==> src/rtl/flag_branch_unit_if.sv <==
// Branch request, flag, PC redirect and debug counter bundle for flag_branch_unit.
// master = control unit / flag register / PC side, slave = the branch unit itself.
interface flag_branch_unit_if #(
  parameter int ADDR_W = 16
);
  logic              br_valid;
  logic              br_ready;
  logic [3:0]        br_cond;
  logic [ADDR_W-1:0] br_target;
  logic [3:0]        flags;
  logic              flags_pending;
  logic              pc_load;
  logic [ADDR_W-1:0] pc_target;
  logic              pc_ready;
  logic              br_done;
  logic              br_taken;
  logic [15:0]       taken_count;
  logic [15:0]       nottaken_count;

  modport master (
    output br_valid, br_cond, br_target,
    output flags, flags_pending, pc_ready,
    input  br_ready, pc_load, pc_target,
    input  br_done, br_taken,
    input  taken_count, nottaken_count
  );

  modport slave (
    input  br_valid, br_cond, br_target,
    input  flags, flags_pending, pc_ready,
    output br_ready, pc_load, pc_target,
    output br_done, br_taken,
    output taken_count, nottaken_count
  );
endinterface

==> src/rtl/flag_branch_unit.sv <==
// Conditional branch unit: waits for settled ZCSO flags, evaluates the
// condition, redirects the PC on taken branches and counts outcomes.
// Ports: clock, reset (sync, active-high), bus (flag_branch_unit_if.slave).
module flag_branch_unit #(
  parameter int ADDR_W = 16
) (
  input  logic                clock,
  input  logic                reset,
  flag_branch_unit_if.slave   bus
);
  typedef enum logic [1:0] {
    IDLE,
    WAIT,
    REDIRECT
  } state_t;

  state_t            state;
  state_t            state_d;
  logic [3:0]        cond_q;
  logic [ADDR_W-1:0] target_q;
  logic              done_q;
  logic              taken_q;
  logic [15:0]       taken_cnt_q;
  logic [15:0]       nottaken_cnt_q;
  logic              accept;
  logic              eval;
  logic              retire;
  logic              hit;

  // Flags: [0]=Z [1]=C [2]=S [3]=O; signed compares use S^O as "less than".
  function automatic logic cond_hit(
    input logic [3:0] c,
    input logic [3:0] f
  );
    logic z, cy, s, o;
    logic r;
    z  = f[0];
    cy = f[1];
    s  = f[2];
    o  = f[3];
    unique case (c)
      4'b0000: r = 1'b1;
      4'b0001: r = z;
      4'b0010: r = !z;
      4'b0011: r = cy;
      4'b0100: r = !cy;
      4'b0101: r = s;
      4'b0110: r = !s;
      4'b0111: r = o;
      4'b1000: r = !o;
      4'b1001: r = s ^ o;
      4'b1010: r = !(s ^ o);
      4'b1011: r = z | (s ^ o);
      4'b1100: r = !z & !(s ^ o);
      4'b1101: r = cy | z;
      4'b1110: r = !cy & !z;
      4'b1111: r = 1'b0;
    endcase
    return r;
  endfunction

  assign hit = cond_hit(cond_q, bus.flags);

  always_ff @(posedge clock) begin
    if (reset) begin
      state <= IDLE;
    end else begin
      state <= state_d;
    end
  end

  always_comb begin
    state_d = state;
    accept  = 1'b0;
    eval    = 1'b0;
    retire  = 1'b0;
    unique case (state)
      IDLE: begin
        if (bus.br_valid) begin
          accept  = 1'b1;
          state_d = WAIT;
        end
      end
      WAIT: begin
        // Flags are only trusted once the in-flight update has landed.
        if (!bus.flags_pending) begin
          eval    = 1'b1;
          state_d = hit ? REDIRECT : IDLE;
        end
      end
      REDIRECT: begin
        if (bus.pc_ready) begin
          retire  = 1'b1;
          state_d = IDLE;
        end
      end
      default: state_d = IDLE;
    endcase
  end

  always_ff @(posedge clock) begin
    if (reset) begin
      cond_q         <= '0;
      target_q       <= '0;
      done_q         <= 1'b0;
      taken_q        <= 1'b0;
      taken_cnt_q    <= '0;
      nottaken_cnt_q <= '0;
    end else begin
      done_q  <= (eval && !hit) || retire;
      taken_q <= retire;
      if (accept) begin
        cond_q   <= bus.br_cond;
        target_q <= bus.br_target;
      end
      if (eval && hit && taken_cnt_q != 16'hFFFF) begin
        taken_cnt_q <= taken_cnt_q + 16'd1;
      end
      if (eval && !hit && nottaken_cnt_q != 16'hFFFF) begin
        nottaken_cnt_q <= nottaken_cnt_q + 16'd1;
      end
    end
  end

  assign bus.br_ready       = (state == IDLE);
  assign bus.pc_load        = (state == REDIRECT);
  assign bus.pc_target      = target_q;
  assign bus.br_done        = done_q;
  assign bus.br_taken       = taken_q;
  assign bus.taken_count    = taken_cnt_q;
  assign bus.nottaken_count = nottaken_cnt_q;
endmodule

==> src/flat_wrapper.sv <==
// flat-port wrapper written by rule: the top's interface ports become plain ports
module flag_branch_unit_flat 
#(
  parameter int ADDR_W = 16
)
  (clock, reset, bus_br_valid, bus_br_cond, bus_br_target, bus_flags, bus_flags_pending, bus_pc_ready, bus_br_ready, bus_pc_load, bus_pc_target, bus_br_done, bus_br_taken, bus_taken_count, bus_nottaken_count);
  flag_branch_unit_if #(.ADDR_W(ADDR_W)) bus_i ();
  input  logic clock;
  input  logic reset;
  input wire logic [$bits(bus_i.br_valid)-1:0] bus_br_valid;
  input wire logic [$bits(bus_i.br_cond)-1:0] bus_br_cond;
  input wire logic [$bits(bus_i.br_target)-1:0] bus_br_target;
  input wire logic [$bits(bus_i.flags)-1:0] bus_flags;
  input wire logic [$bits(bus_i.flags_pending)-1:0] bus_flags_pending;
  input wire logic [$bits(bus_i.pc_ready)-1:0] bus_pc_ready;
  output wire logic [$bits(bus_i.br_ready)-1:0] bus_br_ready;
  output wire logic [$bits(bus_i.pc_load)-1:0] bus_pc_load;
  output wire logic [$bits(bus_i.pc_target)-1:0] bus_pc_target;
  output wire logic [$bits(bus_i.br_done)-1:0] bus_br_done;
  output wire logic [$bits(bus_i.br_taken)-1:0] bus_br_taken;
  output wire logic [$bits(bus_i.taken_count)-1:0] bus_taken_count;
  output wire logic [$bits(bus_i.nottaken_count)-1:0] bus_nottaken_count;
  assign bus_i.br_valid = bus_br_valid;
  assign bus_i.br_cond = bus_br_cond;
  assign bus_i.br_target = bus_br_target;
  assign bus_i.flags = bus_flags;
  assign bus_i.flags_pending = bus_flags_pending;
  assign bus_i.pc_ready = bus_pc_ready;
  assign bus_br_ready = bus_i.br_ready;
  assign bus_pc_load = bus_i.pc_load;
  assign bus_pc_target = bus_i.pc_target;
  assign bus_br_done = bus_i.br_done;
  assign bus_br_taken = bus_i.br_taken;
  assign bus_taken_count = bus_i.taken_count;
  assign bus_nottaken_count = bus_i.nottaken_count;
  flag_branch_unit #(.ADDR_W(ADDR_W)) u_core (.clock(clock), .reset(reset), .bus(bus_i));
endmodule
==> config.mk <==
export PLATFORM = sky130hd
export DESIGN_NAME = flag_branch_unit_flat
export DESIGN_NICKNAME = d
export VERILOG_FILES = /design/src/rtl/flag_branch_unit_if.sv /design/src/rtl/flag_branch_unit.sv /design/src/flat_wrapper.sv
export SDC_FILE = /design/constraint.sdc
export NUM_CORES = 1
export LEC_CHECK = 0
export CAP_MARGIN = 10
export CORE_AREA = 3 3 87 89
export DETAILED_ROUTE_END_ITERATION = 10
export DIE_AREA = 0 0 90 92
export DONT_BUFFER_PORTS = 1
export HOLD_SLACK_MARGIN = 0.12
export MAX_ROUTING_LAYER = met4
export PLACE_DENSITY_LB_ADDON = 0.2
export SYNTH_ARGS = -nofsm -noshare
export SYNTH_HDL_FRONTEND = slang
export SYNTH_SLANG_ARGS = --single-unit
==> constraint.sdc <==
create_clock -name clock -period 5.4 [get_ports clock]
set_input_delay 1.08 -clock clock [delete_from_list [all_inputs] [get_ports clock]]
set_output_delay 1.08 -clock clock [all_outputs]
set_load 0.02 [all_outputs]
==> flow_summary.json, run 1 <==
{
  "final-setup-viol-count": 0,
  "maxCapViolations": 0,
  "ant_diodes": 0,
  "drtIter0Drc": 98,
  "synth-edff-count": 0,
  "worst_setup_path_start_kind": "input port",
  "placement.io_buffers": 0,
  "cts_hold_buffers": 0,
  "criticalPathCategory": "input port to flip-flop",
  "grt_setup_unrepaired": "false",
  "areaGrowthSynthToFinish_pct": 3.972,
  "leftover_overflow_at_the_end_of_global_routing": 0,
  "hold_class": "flip-flop to flip-flop",
  "htreeDepth": 2,
  "p_leak_nw": 0.8750,
  "synth-seq-area-share": 0.4139,
  "grt_start_max_net_pins": 59,
  "timing.critical_path.slowest_cell_delay_ps": 770,
  "layout-drive-gt1-share": 0.04777,
  "fin_skew_ps": 7.618,
  "timing.final.crit_period_ps": 3277,
  "residual_drc": 0,
  "post_cts.repair.setup_buffers": 0,
  "initial_utilization": 0.3965,
  "multi_input_logic_area_um2": 1463,
  "clock.fmax_mhz": 305.1,
  "grt_antenna_before_repair": 0,
  "dpl.hpwl_um": 4260,
  "final.fill_count": 744,
  "cp.required_ps": 5600,
  "postSynthAreaPerCell_um2": 8.259,
  "finalCritPeriodShare": 0.6069,
  "gp_congestion": 0.8088,
  "synthesis.area_um2": 2709,
  "layout_setup_ws_ps": 2123,
  "drt_pre_antenna_iters": 4,
  "critPathCaptureType": "flip-flop",
  "path_cells": "xor2_1 > or3b_2 > nand4_1 > nand4b_1 > nor4b_1 > mux2_1",
  "cts_sinks": 56,
  "synth.lib_cells_used.distinct": 48,
  "syn_nets": 359,
  "path_max_fanout": 29,
  "floorplan.die_area_um2": 8280,
  "proportion_of_synthesized_flip_flops_having_asynchronous_set_or_reset": 0,
  "finalMaxSlewViolations": 0,
  "route.antenna.remaining_nets": 0,
  "ys_seq_elements": 56,
  "total_number_of_nets_in_the_final_design": 344,
  "dpl_worst_slack_ps": 1775,
  "die_x_um": 90,
  "die_height_um": 92,
  "arrival_ps": 3480,
  "cell_count_after_synthesis": 328,
  "worst_path_max_delay_cell": "sky130_fd_sc_hd__nand4b_1",
  "worst_skew_pair.late_latency_ps": 310,
  "floorplan.core_area_um2": 6832,
  "finish.instance_area_um2": 2816,
  "clk_root_buffer_cell": "sky130_fd_sc_hd__clkbuf_8",
  "floorplan.rows": 30,
  "cts.path.max_buffers": 2,
  "timing_hold_violations_final": 0,
  "routed_wl_um": 6231,
  "seqCellArea_um2": 1121,
  "cts_repair_resize_count": 0,
  "vdd.ir_drop.worst_uv": 83.80,
  "clk_transition_reported_paths_ps": 100,
  "yosys_warnings": 0,
  "cts_inserted_buffers": 5,
  "setup_tns_ps": 0,
  "power-per-cell-area_nw_per_um2": 258.9,
  "run_status": "finished clean",
  "synthFlopType": "sky130_fd_sc_hd__dfxtp_1",
  "tritoncts": "done",
  "vias": 2296,
  "global_route.usage.total": 0.1545,
  "place_area_um2": 2726,
  "via_count_of_the_first_global_routing_pass": 2003,
  "timing_worst_slew_pin_value_ps": 1150,
  "routed_via_density": 5.600,
  "grt_first_pass_wirelength_um": 10290,
  "drt-wirelength-per-cell_um": 15.20,
  "io-pin-count": 81,
  "worst_slew_margin_rel": 0.2274
}
## metrics by stage
step | hold WS (ps) | total power, mW | utilization | std cells
after CTS | 512.0 | 0.7421 | 0.4123 | 410
final | 519.6 | 0.7291 | 0.4123 | 410
after global routing | 526.4 | 0.7667 | 0.4123 | 410
after floorplan | 463.8 | 0.4994 | - | 328
after detailed placement | 495.5 | 0.5019 | 0.3991 | 402
after global placement | 477.9 | 0.5008 | 0.3991 | 402
## flip-flops by register name, indices dropped and copies added, names as in the netlist
name / count
u_core.bus.br_taken: 1
u_core.cond_q: 4
u_core.bus.br_done: 1
u_core.bus.nottaken_count: 16
u_core.bus.taken_count: 16
u_core.state: 2
u_core.bus.pc_target: 16
## path summary, 6_finish.rpt
check,startpoint,to,slack (ps),cells past startpoint
worst max register to register,u_core.cond_q[1]$_SDFFE_PP0P_,u_core.bus.nottaken_count[12]$_SDFFE_PP0P_,2310,6
worst min-delay path,u_core.state[1]$_SDFFE_PP0P_,u_core.state[0]$_SDFFE_PP0P_,520,1
worst min register to register,u_core.state[1]$_SDFFE_PP0P_,u_core.state[0]$_SDFFE_PP0P_,520,1
worst max-delay path,bus_flags[2],u_core.bus.nottaken_count[12]$_SDFFE_PP0P_,2120,6
## cells in the mapped netlist, types with 2 or more instances
library cell	instances	share of area
sky130_fd_sc_hd__inv_1	6	0.0083
sky130_fd_sc_hd__nor2_1	12	0.017
sky130_fd_sc_hd__o31ai_1	20	0.055
sky130_fd_sc_hd__and3_1	4	0.0092
sky130_fd_sc_hd__nand2_1	57	0.079
sky130_fd_sc_hd__nor3_1	7	0.013
sky130_fd_sc_hd__and3_4	3	0.012
sky130_fd_sc_hd__nand3_1	14	0.026
sky130_fd_sc_hd__ha_1	2	0.0092
sky130_fd_sc_hd__mux2i_1	4	0.015
sky130_fd_sc_hd__mux2_1	4	0.017
sky130_fd_sc_hd__nor4b_1	2	0.0065
sky130_fd_sc_hd__nor2b_1	6	0.014
sky130_fd_sc_hd__clkbuf_1	14	0.019
sky130_fd_sc_hd__a211oi_1	2	0.0055
sky130_fd_sc_hd__buf_1	2	0.0028
sky130_fd_sc_hd__buf_6	2	0.0083
sky130_fd_sc_hd__or3_1	5	0.012
sky130_fd_sc_hd__a21oi_1	45	0.083
sky130_fd_sc_hd__nand2b_1	3	0.0069
sky130_fd_sc_hd__or4_1	20	0.055
sky130_fd_sc_hd__buf_2	3	0.0055
sky130_fd_sc_hd__o21ai_1	6	0.011
sky130_fd_sc_hd__nand4_1	6	0.014
sky130_fd_sc_hd__dfxtp_1	56	0.41
## critical path: cells and delay by family
kind          cells  cell delay, ps
simple gates      4            1890
xor+xnor          1             150
mux               1             350
## layer usage
metal  track usage  routed length [um]  vias to the layer above
li1              -                   -                     1170
met1        0.1899                2735                     1061
met2        0.2377                3022                       56
met3       0.04594                 350                        9
met4       0.06378                 121                        0
met5             -                   0                        -
## area by class of cell
| cell class | count | share of cell area |
|---|---|---|
| multi-input cells | 244 | 0.5193 |
| inverters | 6 | 0.007996 |
| clock buffers | 8 | 0.03199 |
| well taps | 96 | 0.04265 |
| flip-flops and latches | 56 | 0.3980 |
## cell families (layout without fill, tap and decap cells)
kind of cell | count (synthesis) | in the layout | share of synthesized area
buffers and inverters | 28 | 14 | 0.04619
AND/OR/NAND/NOR | 149 | 149 | 0.3021
AO/OA/AOI/OAI | 82 | 82 | 0.1852
multiplexers | 9 | 9 | 0.03695
adder cells (fa/ha/maj) | 2 | 2 | 0.009236
XOR/XNOR | 2 | 2 | 0.006468
flip-flops | 56 | 56 | 0.4139
## cell usage in the layout (no fill, tap or decap), types with 2 or more instances in the layout
cell type and instances:
sky130_fd_sc_hd__a211oi_1 2, sky130_fd_sc_hd__a21oi_1 45, sky130_fd_sc_hd__and3_1 4, sky130_fd_sc_hd__and3_4 3, sky130_fd_sc_hd__clkbuf_1 2, sky130_fd_sc_hd__clkbuf_8 6, sky130_fd_sc_hd__dfxtp_1 56, sky130_fd_sc_hd__ha_1 2
sky130_fd_sc_hd__inv_1 6, sky130_fd_sc_hd__mux2_1 4, sky130_fd_sc_hd__mux2i_1 4, sky130_fd_sc_hd__nand2_1 57, sky130_fd_sc_hd__nand2b_1 3, sky130_fd_sc_hd__nand3_1 14, sky130_fd_sc_hd__nand4_1 6, sky130_fd_sc_hd__nor2_1 12
sky130_fd_sc_hd__nor2b_1 6, sky130_fd_sc_hd__nor3_1 7, sky130_fd_sc_hd__nor4b_1 2, sky130_fd_sc_hd__o21ai_1 6, sky130_fd_sc_hd__o31ai_1 20, sky130_fd_sc_hd__or3_1 5, sky130_fd_sc_hd__or4_1 20
## report_power, final
group | leakage [nW] | internal [mW] | switching (mW)
clock network | 0.0455 | 0.105 | 0.133
registers | 0.455 | 0.424 | 0.0227
logic | 0.375 | 0.0175 | 0.0273
(Power assumes the default switching activity.)
==> inputs of run 2 (changes only) <==
==> constraint.sdc (replaced) <==
create_clock -name clock -period 3.25 [get_ports clock]
set_input_delay 0.65 -clock clock [delete_from_list [all_inputs] [get_ports clock]]
set_output_delay 0.65 -clock clock [all_outputs]
set_load 0.02 [all_outputs]
==> run 2 against run 1 <==
Global-route usage rose by 0.18 points. Sequential share of layout area is 0.21 points lower. Count of clock-buffer cells in the layout unchanged. Sequential power is 66% higher. Critical endpoint is now u_core.bus.taken_count[15]$_SDFFE_PP0P_. Non-clock buffer count is 2 higher. Clock skew is 0.73 ps lower. Core utilization grew 0.22 points. Wire length increased by 0.72%.
==> flow_summary.json, run 2 (same netlist as run 1, synthesis figures left out) <==
{
  "run_status": "finished clean",
  "worst_setup_path_start_kind": "flip-flop",
  "power-per-cell-area_nw_per_um2": 426.8,
  "path_max_fanout": 18,
  "numPlacedInstances": 404,
  "clk_root_buffer_cell": "sky130_fd_sc_hd__clkbuf_8",
  "finalCritPeriodShare": 0.7945,
  "via_count_of_the_first_global_routing_pass": 2094,
  "final_cell_mix": "57 x sky130_fd_sc_hd__nand2_1, 56 x sky130_fd_sc_hd__dfxtp_1, 45 x sky130_fd_sc_hd__a21oi_1",
  "grt_start_max_net_pins": 59,
  "drt-wirelength-per-cell_um": 15.23,
  "finish.instance_area_um2": 2831,
  "floorplan.rows": 30,
  "place_area_um2": 2741,
  "hold_class": "input port to flip-flop",
  "ant_diodes": 0,
  "drtIter0Drc": 170,
  "timing_worst_slew_pin_value_ps": 651.2,
  "cts.path.max_buffers": 2,
  "criticalPathCategory": "flip-flop to flip-flop",
  "routed_via_density": 5.585,
  "multi_input_logic_area_um2": 1463,
  "final.fill_count": 700,
  "instances_no_fill": 412,
  "seqCellArea_um2": 1121,
  "cts_hold_buffers": 0,
  "finalMaxSlewViolations": 0,
  "vdd.ir_drop.worst_uv": 141.9,
  "grt_first_pass_wirelength_um": 10520,
  "drt_pre_antenna_iters": 4,
  "post_cts.repair.setup_buffers": 0,
  "timing.final.crit_period_ps": 2582,
  "grt_setup_unrepaired": "false",
  "cts_sinks": 56,
  "fin_skew_ps": 6.888,
  "htreeDepth": 2,
  "total_number_of_nets_in_the_final_design": 346,
  "grt_antenna_before_repair": 0,
  "cts_inserted_buffers": 5,
  "rrSetupSlack_ps": 670,
  "p_leak_nw": 0.8846,
  "initial_utilization": 0.3965,
  "dpl.hpwl_um": 4366,
  "layout-drive-gt1-share": 0.05380,
  "areaGrowthSynthToFinish_pct": 4.527,
  "critPathCaptureType": "flip-flop",
  "setup_tns_ps": 0,
  "layout_setup_ws_ps": 667.9,
  "io-pin-count": 81,
  "tritoncts": "done",
  "residual_drc": 0,
  "placement.io_buffers": 0,
  "floorplan.die_area_um2": 8280,
  "vias": 2301,
  "arrival_ps": 2820,
  "die_x_um": 90,
  "maxCapViolations": 0,
  "die_height_um": 92,
  "worst_slew_margin_rel": 0.5659,
  "utilization": 0.4145,
  "cp.required_ps": 3490,
  "routed_wl_um": 6276,
  "clk_transition_reported_paths_ps": 100,
  "final-setup-viol-count": 0,
  "global_route.usage.total": 0.1562,
  "layout.cells.most_common": "sky130_fd_sc_hd__nand2_1",
  "clock.fmax_mhz": 387.3,
  "gp_congestion": 0.8066,
  "cts_repair_resize_count": 0,
  "route.antenna.remaining_nets": 0,
  "timing_hold_violations_final": 0,
  "leftover_overflow_at_the_end_of_global_routing": 0,
  "dpl_worst_slack_ps": 626.6,
  "worst_skew_pair.late_latency_ps": 300,
  "floorplan.core_area_um2": 6832
}
## run 2: cell count changes in the layout (fill, tap and decap cells not counted), sizes merged
cell	before	now
buf	0	2
## run 2: power breakdown
part,internal (mW),switching (mW),leakage (nW),total [mW]
registers,0.704,0.0370,0.455,0.742
logic,0.0295,0.0455,0.385,0.0751
clock network,0.175,0.217,0.0455,0.392
total,0.909,0.300,0.885,1.21
## run 2: metrics by stage
stage | total power [mW] | hold WS [ps]
floorplan | 0.8297 | 463.8
global placement | 0.8324 | 485.5
detailed placement | 0.8337 | 486.1
CTS | 1.228 | 385.0
global route | 1.274 | 368.7
finish | 1.209 | 404.8
## run 2: final timing paths
check | startpoint | endpoint | depth (start not counted)
worst max-delay path | u_core.bus.taken_count[0]$_SDFFE_PP0P_ | u_core.bus.taken_count[15]$_SDFFE_PP0P_ | 6
worst min-delay path | reset | u_core.bus.nottaken_count[4]$_SDFFE_PP0P_ | 1
worst max register to register | u_core.bus.taken_count[0]$_SDFFE_PP0P_ | u_core.bus.taken_count[15]$_SDFFE_PP0P_ | 6
worst min register to register | u_core.state[1]$_SDFFE_PP0P_ | u_core.state[0]$_SDFFE_PP0P_ | 1
## run 2: critical path: stages (launching register included)
cell and delay, ps:
sky130_fd_sc_hd__dfxtp_1 420, sky130_fd_sc_hd__ha_1 290, sky130_fd_sc_hd__and3_4 200, sky130_fd_sc_hd__and3b_1 350
sky130_fd_sc_hd__or3b_1 590, sky130_fd_sc_hd__or4_1 500, sky130_fd_sc_hd__a21oi_1 160
## run 2: final cells by class
type	count	area share
repair buffers	2	0.005303
well taps	96	0.04242
multi-input cells	244	0.5166
clock buffers	8	0.03182
flip-flops and latches	56	0.3959
inverters	6	0.007954
## run 2: per-layer routing
layer / share of wire / global-route usage / routed length (um) / vias up
li1: - / - / - / 1177
met1: 0.45 / 0.1926 / 2850 / 1057
met2: 0.47 / 0.2402 / 2924 / 55
met3: 0.056 / 0.04430 / 351 / 12
met4: 0.024 / 0.06633 / 150 / 0
met5: 0 / - / 0 / -
==> inputs of run 3 (changes only) <==
==> constraint.sdc (replaced) <==
create_clock -name clock -period 2.11 [get_ports clock]
set_input_delay 0.422 -clock clock [delete_from_list [all_inputs] [get_ports clock]]
set_output_delay 0.422 -clock clock [all_outputs]
set_load 0.02 [all_outputs]
==> run 3 against run 2 <==
The flow now finishes with violations (negative setup slack). Sequential cell count is the same. Power grew 59%. Worst hold slack lost 230 ps. Sequential power grew 52%. Clock power grew 57%. Cell count grew 12%. Via count grew 10%. Maximum frequency grew 19%. Count of clock-buffer cells in the layout shrank 2.
==> flow_summary.json, run 3 (same netlist as run 1, synthesis figures left out) <==
{
  "global_route.usage.total": 0.1716,
  "initial_utilization": 0.3965,
  "gp_congestion": 0.7894,
  "grt_setup_unrepaired": "true",
  "tritoncts": "done",
  "path_cells": "mux2_4 > nor4b_4 > a2111oi_4 > a31o_4 > or4_1 > a21oi_1",
  "dpl_worst_slack_ps": -213.8,
  "clk_root_buffer_cell": "sky130_fd_sc_hd__clkbuf_8",
  "htreeDepth": 2,
  "fin_skew_ps": 9.626,
  "drtIter0Drc": 76,
  "timing_worst_slew_pin_value_ps": 682.0,
  "finish.instance_area_um2": 3333,
  "utilization": 0.4879,
  "critical_path.reg2reg.endpoint": "u_core.bus.taken_count[13]$_SDFFE_PP0P_",
  "worst_skew_pair.late_latency_ps": 310,
  "floorplan.die_area_um2": 8280,
  "grt_first_pass_wirelength_um": 11590,
  "cp.required_ps": 2350,
  "final.hold.worst_slack_ps": 171.9,
  "timing.critical_path.slowest_cell_delay_ps": 520,
  "final-setup-viol-count": 19,
  "vdd.ir_drop.worst_uv": 267.6,
  "drt-wirelength-per-cell_um": 15.05,
  "critPathCaptureType": "flip-flop",
  "criticalPathCategory": "flip-flop to flip-flop",
  "residual_drc": 0,
  "via_count_of_the_first_global_routing_pass": 2478,
  "ant_diodes": 0,
  "floorplan.core_area_um2": 6832,
  "areaGrowthSynthToFinish_pct": 23.05,
  "path_max_fanout": 26,
  "clock.fmax_mhz": 459.4,
  "run_status": "complete, but fails checks",
  "worst_setup_path_start_kind": "flip-flop",
  "leftover_overflow_at_the_end_of_global_routing": 0,
  "setup_tns_ps": -498.9,
  "layout.cells.most_common": "sky130_fd_sc_hd__nand2_1",
  "place_area_um2": 3109,
  "finalMaxSlewViolations": 0,
  "clk_transition_reported_paths_ps": 100,
  "io-pin-count": 81,
  "worst_hold_path_cells": 1,
  "total_number_of_nets_in_the_final_design": 394,
  "vias": 2538,
  "maxCapViolations": 0,
  "placement.io_buffers": 0,
  "power-per-cell-area_nw_per_um2": 574.9,
  "cts_sinks": 56,
  "hold_path_startpoint": "reset",
  "routed_via_density": 5.517,
  "grt_antenna_before_repair": 0,
  "dpl.hpwl_um": 4778,
  "failing_checks": "negative setup slack",
  "die_height_um": 92,
  "depth_of_the_most_critical_reg_to_reg_path": 6,
  "p_leak_nw": 1.159,
  "hold_endpoint": "u_core.bus.taken_count[0]$_SDFFE_PP0P_",
  "final_cell_mix": "56 x sky130_fd_sc_hd__nand2_1, 47 x sky130_fd_sc_hd__buf_4, 44 x sky130_fd_sc_hd__dfxtp_1",
  "drt_pre_antenna_iters": 4,
  "cts.path.max_buffers": 2,
  "floorplan.rows": 30,
  "route.antenna.remaining_nets": 0,
  "cts_inserted_buffers": 5,
  "routed_wl_um": 6921,
  "finalCritPeriodShare": 1.032,
  "rrSetupSlack_ps": -70,
  "critPathLaunch": "u_core.cond_q[1]$_SDFFE_PP0P_",
  "r2r_start": "u_core.cond_q[1]$_SDFFE_PP0P_",
  "die_x_um": 90,
  "arrival_ps": 2420,
  "layout-drive-gt1-share": 0.2637,
  "worst_slew_margin_rel": 0.5442,
  "grt_start_max_net_pins": 59,
  "timing_hold_violations_final": 0,
  "timing.final.crit_period_ps": 2177,
  "hold_class": "input port to flip-flop",
  "layout_setup_ws_ps": -66.88,
  "worst_path_max_delay_cell": "sky130_fd_sc_hd__or4_1"
}
==> run 3: changes by cell type in the layout (fill, tap and decap cells not counted), sizes merged <==
cell | before | now
clkinv | 0 | 2
clkbuf | 8 | 6
buf | 2 | 50
==> run 3: how the worst max path moves through the flow <==
stage / end / slack (ps) / depth (start not counted)
2_1_floorplan: u_core.bus.taken_count[15]$_SDFFE_PP0P_ / -30 / 8
3_3_place_gp: u_core.bus.taken_count[13]$_SDFFE_PP0P_ / -150 / 7
3_5_place_dp: u_core.bus.nottaken_count[12]$_SDFFE_PP0P_ / -210 / 7
4_1_cts: u_core.bus.taken_count[13]$_SDFFE_PP0P_ / -50 / 6
5_1_grt: u_core.bus.nottaken_count[4]$_SDFFE_PP0P_ / -190 / 7
6_report: u_core.bus.taken_count[13]$_SDFFE_PP0P_ / -70 / 6
==> run 3: layout make-up <==
cell class	count	area, um^2
flip-flops and latches	56	1149
clock buffers	6	82.58
clock inverters	2	10.01
well taps	96	120.1
inverters	6	22.52
repair buffers	50	380.4
fillers	703	3498
multi-input cells	244	1569
==> run 3: what timing repair did <==
action / 4_1_cts / 5_1_grt
setup endpoints to repair: 30 / 31
gates cloned: 0 / 0
buffers inserted: 4 / 0
hold buffers: 0 / 0
pin swaps: 3 / 1
resized for setup: 9 / 16
==> run 3: routing by layer <==
metal,GRT usage,up-vias,wire [um]
met5,-,-,0
met4,0.03444,0,51
met3,0.05660,6,422
met2,0.2813,52,3265
met1,0.2079,1207,3183
li1,-,1273,-
==> run 3: critical path: cells and delay by family (launching register included) <==
family	cells	cell delay (ps)
flip-flops	1	420
AND/OR/NAND/NOR	2	790
multiplexers	1	320
AO/OA/AOI/OAI	3	580
==> run 3: report_power, final <==
group	leakage [nW]	switching [mW]	internal [mW]
clock	0.0510	0.353	0.263
combinational	0.646	0.0910	0.0754
sequential	0.462	0.0519	1.08
total	1.16	0.496	1.42
==> run 3: through the flow <==
| step | power (mW) | cells |
|---|---|---|
| CTS | 1.933 | 460 |
| finish | 1.916 | 460 |
| global route | 2.005 | 460 |
| detailed placement | 1.306 | 448 |
| floorplan | 1.276 | 328 |
| global placement | 1.302 | 448 |
